## src/rtl/pc_call_stack_unit.sv

```systemverilog
// rtl/pc_call_stack_unit.sv - program counter with circular return-address stack
// and a single interrupt save slot.
module pc_call_stack_unit #(
    parameter int            PC_W    = 12,
    parameter int            DISP_W  = 8,
    parameter int            DEPTH   = 8,
    parameter logic [PC_W-1:0] RST_VEC = 'h000,
    parameter logic [PC_W-1:0] INT_VEC = 'h001
) (
    input  logic                         clkg,
    input  logic                         rst,
    input  logic                         en,
    input  logic [2:0]                   op,
    input  logic [PC_W-1:0]              target,
    input  logic [DISP_W-1:0]            disp,
    input  logic                         err_clr,
    output logic [PC_W-1:0]              pc_o,
    output logic [$clog2(DEPTH+1)-1:0]   sp_o,
    output logic                         stk_empty,
    output logic                         stk_full,
    output logic                         int_act,
    output logic                         ovf_err,
    output logic                         unf_err
);

    localparam int SP_W  = $clog2(DEPTH + 1);
    localparam int PTR_W = $clog2(DEPTH);
    localparam logic [PTR_W-1:0] PTR_LAST = PTR_W'(DEPTH - 1);
    localparam logic [SP_W-1:0]  SP_FULL  = SP_W'(DEPTH);

    localparam logic [2:0] OP_HOLD = 3'd0;
    localparam logic [2:0] OP_INC  = 3'd1;
    localparam logic [2:0] OP_JMP  = 3'd2;
    localparam logic [2:0] OP_BR   = 3'd3;
    localparam logic [2:0] OP_CALL = 3'd4;
    localparam logic [2:0] OP_RET  = 3'd5;
    localparam logic [2:0] OP_INT  = 3'd6;
    localparam logic [2:0] OP_RETI = 3'd7;

    logic [PC_W-1:0]  stack [DEPTH];
    logic [PTR_W-1:0] wptr;
    logic [PTR_W-1:0] wptr_next;
    logic [PTR_W-1:0] wptr_prev;
    logic [PC_W-1:0]  int_save;
    logic [PC_W-1:0]  pc_inc;
    logic [PC_W-1:0]  pc_br;
    logic [PC_W-1:0]  disp_ext;
    logic [PC_W-1:0]  ret_addr;
    logic             is_full;
    logic             is_empty;

    // Pointer wraps explicitly so non-power-of-two depths stay circular.
    always_comb begin
        wptr_next = (wptr == PTR_LAST) ? '0 : wptr + PTR_W'(1);
        wptr_prev = (wptr == '0) ? PTR_LAST : wptr - PTR_W'(1);
        disp_ext  = {{(PC_W - DISP_W){disp[DISP_W-1]}}, disp};
        pc_inc    = pc_o + PC_W'(1);
        pc_br     = pc_inc + disp_ext;
        ret_addr  = stack[wptr_prev];
        is_full   = (sp_o == SP_FULL);
        is_empty  = (sp_o == '0);
    end

    assign stk_full  = is_full;
    assign stk_empty = is_empty;

    // Stack storage is not reset; only sp decides which entries are meaningful.
    always_ff @(posedge clkg) begin
        if (en && op == OP_CALL) begin
            stack[wptr] <= pc_inc;
        end
    end

    always_ff @(posedge clkg or posedge rst) begin
        if (rst) begin
            pc_o     <= RST_VEC;
            sp_o     <= '0;
            wptr     <= '0;
            int_act  <= 1'b0;
            int_save <= '0;
            ovf_err  <= 1'b0;
            unf_err  <= 1'b0;
        end else if (en) begin
            // Clear first so an error raised in the same cycle overrides it.
            if (err_clr) begin
                ovf_err <= 1'b0;
                unf_err <= 1'b0;
            end
            case (op)
                OP_HOLD: ;
                OP_INC:  pc_o <= pc_inc;
                OP_JMP:  pc_o <= target;
                OP_BR:   pc_o <= pc_br;
                OP_CALL: begin
                    pc_o <= target;
                    wptr <= wptr_next;
                    if (is_full) begin
                        ovf_err <= 1'b1;
                    end else begin
                        sp_o <= sp_o + SP_W'(1);
                    end
                end
                OP_RET: begin
                    if (is_empty) begin
                        pc_o    <= pc_inc;
                        unf_err <= 1'b1;
                    end else begin
                        pc_o <= ret_addr;
                        wptr <= wptr_prev;
                        sp_o <= sp_o - SP_W'(1);
                    end
                end
                OP_INT: begin
                    if (!int_act) begin
                        int_save <= pc_o;
                        pc_o     <= INT_VEC;
                        int_act  <= 1'b1;
                    end
                end
                OP_RETI: begin
                    if (int_act) begin
                        pc_o    <= int_save;
                        int_act <= 1'b0;
                    end else begin
                        pc_o <= pc_inc;
                    end
                end
                default: ;
            endcase
        end
    end

endmodule

```

## config.mk

```make
export PLATFORM = sky130hd
export DESIGN_NAME = pc_call_stack_unit
export DESIGN_NICKNAME = d
export VERILOG_FILES = /design/src/rtl/pc_call_stack_unit.sv
export SDC_FILE = /design/constraint.sdc
export NUM_CORES = 1
export LEC_CHECK = 0
export ABC_AREA = 1
export CAP_MARGIN = 20
export CORE_UTILIZATION = 45
export DETAILED_ROUTE_END_ITERATION = 10
export PLACE_DENSITY_LB_ADDON = 0.12
export SYNTH_ARGS = -nofsm -noshare
export SYNTH_HDL_FRONTEND = slang
export SYNTH_SLANG_ARGS = --single-unit
```

## constraint.sdc

```tcl
create_clock -name clkg -period 4.7 [get_ports clkg]
set_clock_uncertainty 0.05 [all_clocks]
set_input_delay 0.94 -clock clkg [delete_from_list [all_inputs] [get_ports clkg]]
set_output_delay 0.94 -clock clkg [all_outputs]
set_load 0.05 [all_outputs]
```

After elaboration in Yosys (flattened, before gate mapping)
Memories as Yosys holds them, arrays and structs flattened.
Cells that the tools add are included.
{"block": "word_totals", "register_bits": 34, "latchBits": 0, "mem_bits_rw": 96, "rom_bits": 0, "word_cells": 59, "mem_count": 1}
{"memory": "stack", "depth": 8, "word_bits": 12, "read_ports": 1, "rd_clocked_by_memory_dff": 0, "write_ports": 1, "line_no": "40", "text": "logic [PC_W-1:0] stack [DEPTH];"}
{"block": "classes", "n_addsub": 6, "n_mul": 0, "div_mod_pow": 0, "n_lt_le_gt_ge": 0, "eq_ne": 12, "shifts": 0, "n_mux": 20, "bitwise_logic": 1, "reduce_logical": 12}
{"cell": "12-bit one-hot mux with 6 select lines", "n": 1}
{"cell": "12-bit two-way mux", "n": 3}
{"cell": "3-bit == test (second input constant)", "n": 5}
{"cell": "12-bit by 1-bit adder with 12-bit output (second input constant)", "n": 1}
{"cell": "12-bit adder", "n": 1}
{"cell": "3-bit two-way mux", "n": 3}
{"cell": "3-bit AND reduction", "n": 3}
{"cell": "1-bit two-way mux", "n": 8}
{"cell": "4-bit two-way mux", "n": 2}
{"cell": "4-bit one-hot mux with 2 select lines", "n": 1}
{"cell": "3-bit by 2-bit == test with 1-bit output (second input constant)", "n": 2}
{"cell": "2-bit inequality test (second input constant)", "n": 3}
{"cell": "3-bit one-hot mux with 2 select lines", "n": 1}
{"cell": "6-bit nonzero test", "n": 1}
{"cell": "4-bit by 1-bit adder with 4-bit output (second input constant)", "n": 1}
{"cell": "4-bit == test (second input constant)", "n": 1}
{"cell": "4-bit logical NOT", "n": 1}
{"cell": "4-bit AND reduction", "n": 1}
{"cell": "2-bit nonzero test", "n": 2}
{"cell": "4-bit by 1-bit subtractor with 4-bit output (second input constant)", "n": 1}
{"cell": "3-bit by 1-bit adder with 3-bit output (second input constant)", "n": 1}
{"cell": "3-bit by 1-bit == test with 1-bit output (second input constant)", "n": 1}
{"cell": "3-bit logical NOT", "n": 1}
{"cell": "3-bit by 1-bit subtractor with 3-bit output (second input constant)", "n": 1}
{"cell": "5 further kinds", "n": 5}

Depth between registers and ports, before layout
An unclocked memory read counts as a cell.
{"block": "logic_depth", "depth_word": 5, "mapped_depth": 20}

Worst setup path after synthesis
No wires, ideal clock.
{"block": "synth_timing", "path_type": "register to register", "startpoint": "register pc_o[1]", "endpoint": "register pc_o[10]", "t_arrival_ps": 2778, "t_required_ps": 4537, "setup_slack_ps": 1759, "stages_incl_launch_ff": 16, "n_path_buf": 0, "synth_period_minus_slack_ps": 2941, "path_cell_list": "dfrtp_1 ha_1 nand3_2 nor2_1 nand3_1 nor2_1 xor2_1 ha_1 nand2_1 inv_1 a21oi_1 nand4_1 nand3_1 nand3b_1 nand2_1 inv_1"}
{"block": "synth_between", "elab_chain_len": 3}
{"element": "start: declaration", "line_no": "17", "text": "output logic [PC_W-1:0] pc_o,"}
{"element": "start signal: assignment", "line_no": "91", "text": "OP_INC: pc_o <= pc_inc;"}
{"element": "start signal: assignment", "line_no": "92", "text": "OP_JMP: pc_o <= target;"}
{"element": "start signal: assignment", "line_no": "93", "text": "OP_BR: pc_o <= pc_br;"}
{"element": "12-bit by 1-bit adder with 12-bit output", "line_no": "57", "text": "pc_inc = pc_o + PC_W'(1);"}
{"element": "net pc_inc[8]", "line_no": "45", "text": "logic [PC_W-1:0] pc_inc;"}
{"element": "12-bit adder", "line_no": "58", "text": "pc_br = pc_inc + disp_ext;"}
{"element": "12-bit one-hot mux with 6 select lines", "line_no": "89", "text": "case (op)"}
The timed path passes the listed nets, and every way through them passes these cells.
A chain may end at the register's enable or synchronous reset.

Worst setup path after layout
Ends and elaborated chain as after synthesis.

==> results_tabular.tex <==
\begin{tabular}{lr}
\hline
Metric & Value \\
\hline
\multicolumn{2}{l}{\textbf{Status}} \\
\quad Run status & finished, final reports clean \\
\multicolumn{2}{l}{\textbf{Worst setup path}} \\
\quad Worst Path Class, Setup & reg2reg \\
\quad Crit path max fanout & 10 \\
\quad Type of element capturing the critical path & register \\
\quad Data required time at the worst endpoint & just under 5000 ps \\
\quad Worst EP arrival & about 3500 ps \\
\quad Critical Path Source Type & register \\
\multicolumn{2}{l}{\textbf{Pwr}} \\
\quad Combinational share of power & a little over two fifths \\
\quad Maximum vdd drop & between 0.3 and 0.4 mV \\
\quad Static power due to leakage & approximately 0.0034 µW \\
\quad Pwr per Cell Area & 620.1 nW/µm² \\
\quad Switching Fraction & between 40\% and 50\% \\
\quad Switching power & around 2100 µW \\
\quad Proportion of power drawn by flip-flops and latches & 31.3\% \\
\quad Part of the power in the clock network & about a quarter \\
\quad Pint & between 2000 and 3000 µW \\
\multicolumn{2}{l}{\textbf{STA}} \\
\quad Share of the cycle needed by the critical path after routing & 68.49\% \\
\quad Pin slew with the least headroom to its limit & roughly 1100 ps \\
\quad Clock period minus worst slack & 3219 ps \\
\quad Max Transition Viols Final & 0 \\
\quad Count of final setup violators & 0 \\
\quad Final hold slack & $\sim$440 ps \\
\quad Max frequency & around 0.31 GHz \\
\quad Max-slew headroom & between 20 and 30\% \\
\quad Number of hold-slack violations in the final timing report & 0 \\
\quad Sum of negative setup slack & 0 ps \\
\quad RSZ-0062 raised after global routing & false \\
\multicolumn{2}{l}{\textbf{Floorplanning}} \\
\quad Die area & 15750 µm² \\
\quad Area inside the core boundary & around 15000 µm² \\
\quad Floorplan row count & 44 \\
\quad X dimension of the die & about 130 µm \\
\quad Effective utilization at floorplan & between 40\% and 50\% \\
\quad Overall die height & about 130 µm \\
\quad Total I/O pin count & 48 \\
\multicolumn{2}{l}{\textbf{GRT}} \\
\quad Vias in the first global route & around 5200 \\
\quad Global-route wire length before repair & around 28000 µm \\
\quad Largest net degree at the start of global routing & between 50 and 60 \\
\quad Total global routing track utilization & 23.26\% \\
\quad Aggregate global routing overflow & 0 \\
\quad Initial antenna violation count & 0 \\
\multicolumn{2}{l}{\textbf{Routing}} \\
\quad WL per Instance & between 15 and 20 µm \\
\quad Total via count in the routed design & approximately 5400 \\
\quad Drt initial violations & 448 \\
\quad Antenna-violating nets left & 0 \\
\quad DRC Markers & 0 \\
\quad Final routed wirelength across all metal layers & 17340 µm \\
\quad Detailed-router iteration count before antenna repair & 6 \\
\quad Vias per cell & approximately 5.4 \\
\multicolumn{2}{l}{\textbf{Synth}} \\
\quad Async set-reset flop share out of synthesis & a little over a quarter \\
\quad Number of warnings printed during yosys synthesis & 0 \\
\quad Biggest area contributors in the synthesized netlist & sky130\_fd\_sc\_hd\_\_edfxtp\_1 (42\%), sky130\_fd\_sc\_hd\_\_dfrtp\_1 (12\%), sky130\_fd\_sc\_hd\_\_nand2\_1 (10\%) \\
\quad Distinct cell type count after synthesis & 40 \\
\quad Fraction of the yosys area taken by sequential cells & a little over half \\
\quad Summed instance area of the synthesized netlist & 6865 µm² \\
\quad Number of nets produced by synthesis & just over 800 \\
\quad Most frequent cells after synthesis & sky130\_fd\_sc\_hd\_\_nand2\_1 (191), sky130\_fd\_sc\_hd\_\_edfxtp\_1 (96), sky130\_fd\_sc\_hd\_\_inv\_1 (90) \\
\quad Most repeated cell in the gate-level netlist after synthesis & sky130\_fd\_sc\_hd\_\_nand2\_1 \\
\quad Share of the synthesized area in the top cell type & 41.99\% \\
\quad Main flop type after synthesis & sky130\_fd\_sc\_hd\_\_edfxtp\_1 \\
\quad Count of flip-flops with a built-in enable after synthesis & 96 \\
\quad Mean instance size in the synthesized netlist & 9.081 µm² \\
\quad Number of register bits inferred by synthesis & between 100 and 150 \\
\quad Mapped Cells & 756 \\
\quad Most area-hungry cell type in the Yosys netlist & sky130\_fd\_sc\_hd\_\_edfxtp\_1 \\
\multicolumn{2}{l}{\textbf{Finish}} \\
\quad Area Overhead vs Synth & 17.28\% \\
\quad Number of antenna cells inserted & 0 \\
\quad Count of nets after finishing & roughly 860 \\
\quad Fraction of final layout cells sized beyond drive strength 1 & under 10\% \\
\multicolumn{2}{l}{\textbf{Clock tree}} \\
\quad Hold bufs inserted after CTS & 0 \\
\quad Number of gates resized after cts & 0 \\
\quad Worst-path clk slew & 60 ps \\
\quad Clock tree from TritonCTS & done \\
\quad CTS Buffer Depth & 2 \\
\quad Post-CTS setup repair buffer count & 0 \\
\quad Number of buffers inserted during clock tree synthesis & 17 \\
\quad Number of clock sinks seen by CTS & 130 \\
\quad Maximum level of the CTS H-tree & 4 \\
\quad Clock tree root buffer cell & sky130\_fd\_sc\_hd\_\_clkbuf\_16 \\
\quad Insertion delay of the later-clocked pin in the worst-skew pair & 420 ps \\
\multicolumn{2}{l}{\textbf{Run}} \\
\quad Reported max-cap violation count & 0 \\
\multicolumn{2}{l}{\textbf{Min path}} \\
\quad Hold WC Path Type & reg2reg \\
\multicolumn{2}{l}{\textbf{Placed design}} \\
\quad Number of buffers inserted by port buffering & between 40 and 50 \\
\quad Final estimated routing congestion in global placement & roughly 0.95 \\
\quad Sum of net half-perimeters after detailed placement & $\sim$12000 µm \\
\hline
\end{tabular}
## path summary, 6_finish.rpt
check / start / end / slack [ps] / cells after the start
max: pc_o[1]$_DFFE_PP0P_ / pc_o[10]$_DFFE_PP0P_ / 1480 / 15
min: int_save[7]$_DFFE_PP0P_ / int_save[7]$_DFFE_PP0P_ / 440 / 2
max reg2reg: pc_o[1]$_DFFE_PP0P_ / pc_o[10]$_DFFE_PP0P_ / 1480 / 15
min reg2reg: int_save[7]$_DFFE_PP0P_ / int_save[7]$_DFFE_PP0P_ / 440 / 2
max in group asynchronous: rst / pc_o[0]$_DFFE_PP0P_ / 3400 / 3
min in group asynchronous: rst / unf_err$_DFFE_PP0P_ / 880 / 3
## flip-flops by register name (all words and copies together) (netlist names)
name,flops
int_act,1
wptr,3
ovf_err,1
int_save,12
stack,96
pc_o,12
sp_o,4
unf_err,1
## cells in the final DEF (no fill, tap or decap), types with 5 or more instances in the layout
cell type / n
sky130_fd_sc_hd__nand2_1: 191
sky130_fd_sc_hd__edfxtp_1: 96
sky130_fd_sc_hd__inv_1: 90
sky130_fd_sc_hd__nand3_1: 85
sky130_fd_sc_hd__nor2_1: 61
sky130_fd_sc_hd__o21ai_0: 51
sky130_fd_sc_hd__clkdlybuf4s50_1: 47
sky130_fd_sc_hd__dfrtp_1: 34
sky130_fd_sc_hd__ha_1: 21
sky130_fd_sc_hd__a21oi_1: 19
sky130_fd_sc_hd__clkbuf_16: 18
sky130_fd_sc_hd__xor2_1: 10
sky130_fd_sc_hd__nand4_1: 10
sky130_fd_sc_hd__o211ai_1: 8
sky130_fd_sc_hd__buf_4: 8
sky130_fd_sc_hd__a22o_1: 6
sky130_fd_sc_hd__nand3b_1: 5
## per-stage QoR
step,setup WS [ps],area (µm²),power [µW],instances,util [%]
3_3_place_gp,1148,7468,3725,970,50.81
4_1_cts,1470,8029,5012,1002,54.62
5_1_grt,1139,8051,5292,1004,54.78
2_1_floorplan,1759,6865,3162,756,-
6_report,1481,8051,4993,1004,54.78
3_5_place_dp,1118,7468,3766,970,50.81
## worst max-delay path, stage by stage, from the launching register on
cell	delay, ps
sky130_fd_sc_hd__dfrtp_1	380
sky130_fd_sc_hd__ha_1	300
sky130_fd_sc_hd__nand3_2	120
sky130_fd_sc_hd__nor2_1	140
sky130_fd_sc_hd__nand3_1	120
sky130_fd_sc_hd__nor2_1	130
sky130_fd_sc_hd__xor2_1	700
sky130_fd_sc_hd__ha_1	420
sky130_fd_sc_hd__nand2_1	110
sky130_fd_sc_hd__inv_1	50
sky130_fd_sc_hd__a21oi_1	190
sky130_fd_sc_hd__nand4_1	110
sky130_fd_sc_hd__nand3_1	110
sky130_fd_sc_hd__nand3b_1	80
sky130_fd_sc_hd__nand2_1	60
sky130_fd_sc_hd__inv_1	40
## routing by layer
layer | part of all wire, % | wire length (µm) | track usage [%] | up-vias
li1 | - | - | - | 2632
met1 | 45 | 7791 | 30.05 | 2589
met2 | 49 | 8491 | 39.58 | 163
met3 | 4.5 | 787 | 3.766 | 22
met4 | 1.5 | 266 | 8.250 | 0
met5 | 0 | 0 | 0 | -
## power by group through the flow
stage	sequential, µW	clock, µW	combinational, µW
after floorplan	1740	0	1420
after global placement	1580	0	2150
after detailed placement	1580	0	2180
after CTS	1560	1260	2200
after global routing	1580	1300	2410
final	1560	1240	2190
## logic make-up (layout without fill, tap and decap cells)
logic type,after synthesis,after routing,share of synthesized area (%)
AND/OR/NAND/NOR,377,377,24.24
adder cells (fa/ha/maj),23,23,4.410
XOR/XNOR,10,10,1.276
flip-flops,130,130,54.38
buffers and inverters,119,183,7.581
AO/OA/AOI/OAI,97,97,8.110
## final cells by class
cell class | instances | area (µm²)
Clock inverter | 8 | 47.55
Inverter | 94 | 352.8
Clock buffer | 24 | 513.0
Tap cell | 184 | 230.2
Multi-Input combinational cell | 507 | 2621
Timing Repair Buffer | 57 | 553.0
Fill cell | 1298 | 6648
Sequential cell | 130 | 3734
Power figures use the tool's default switching activity.
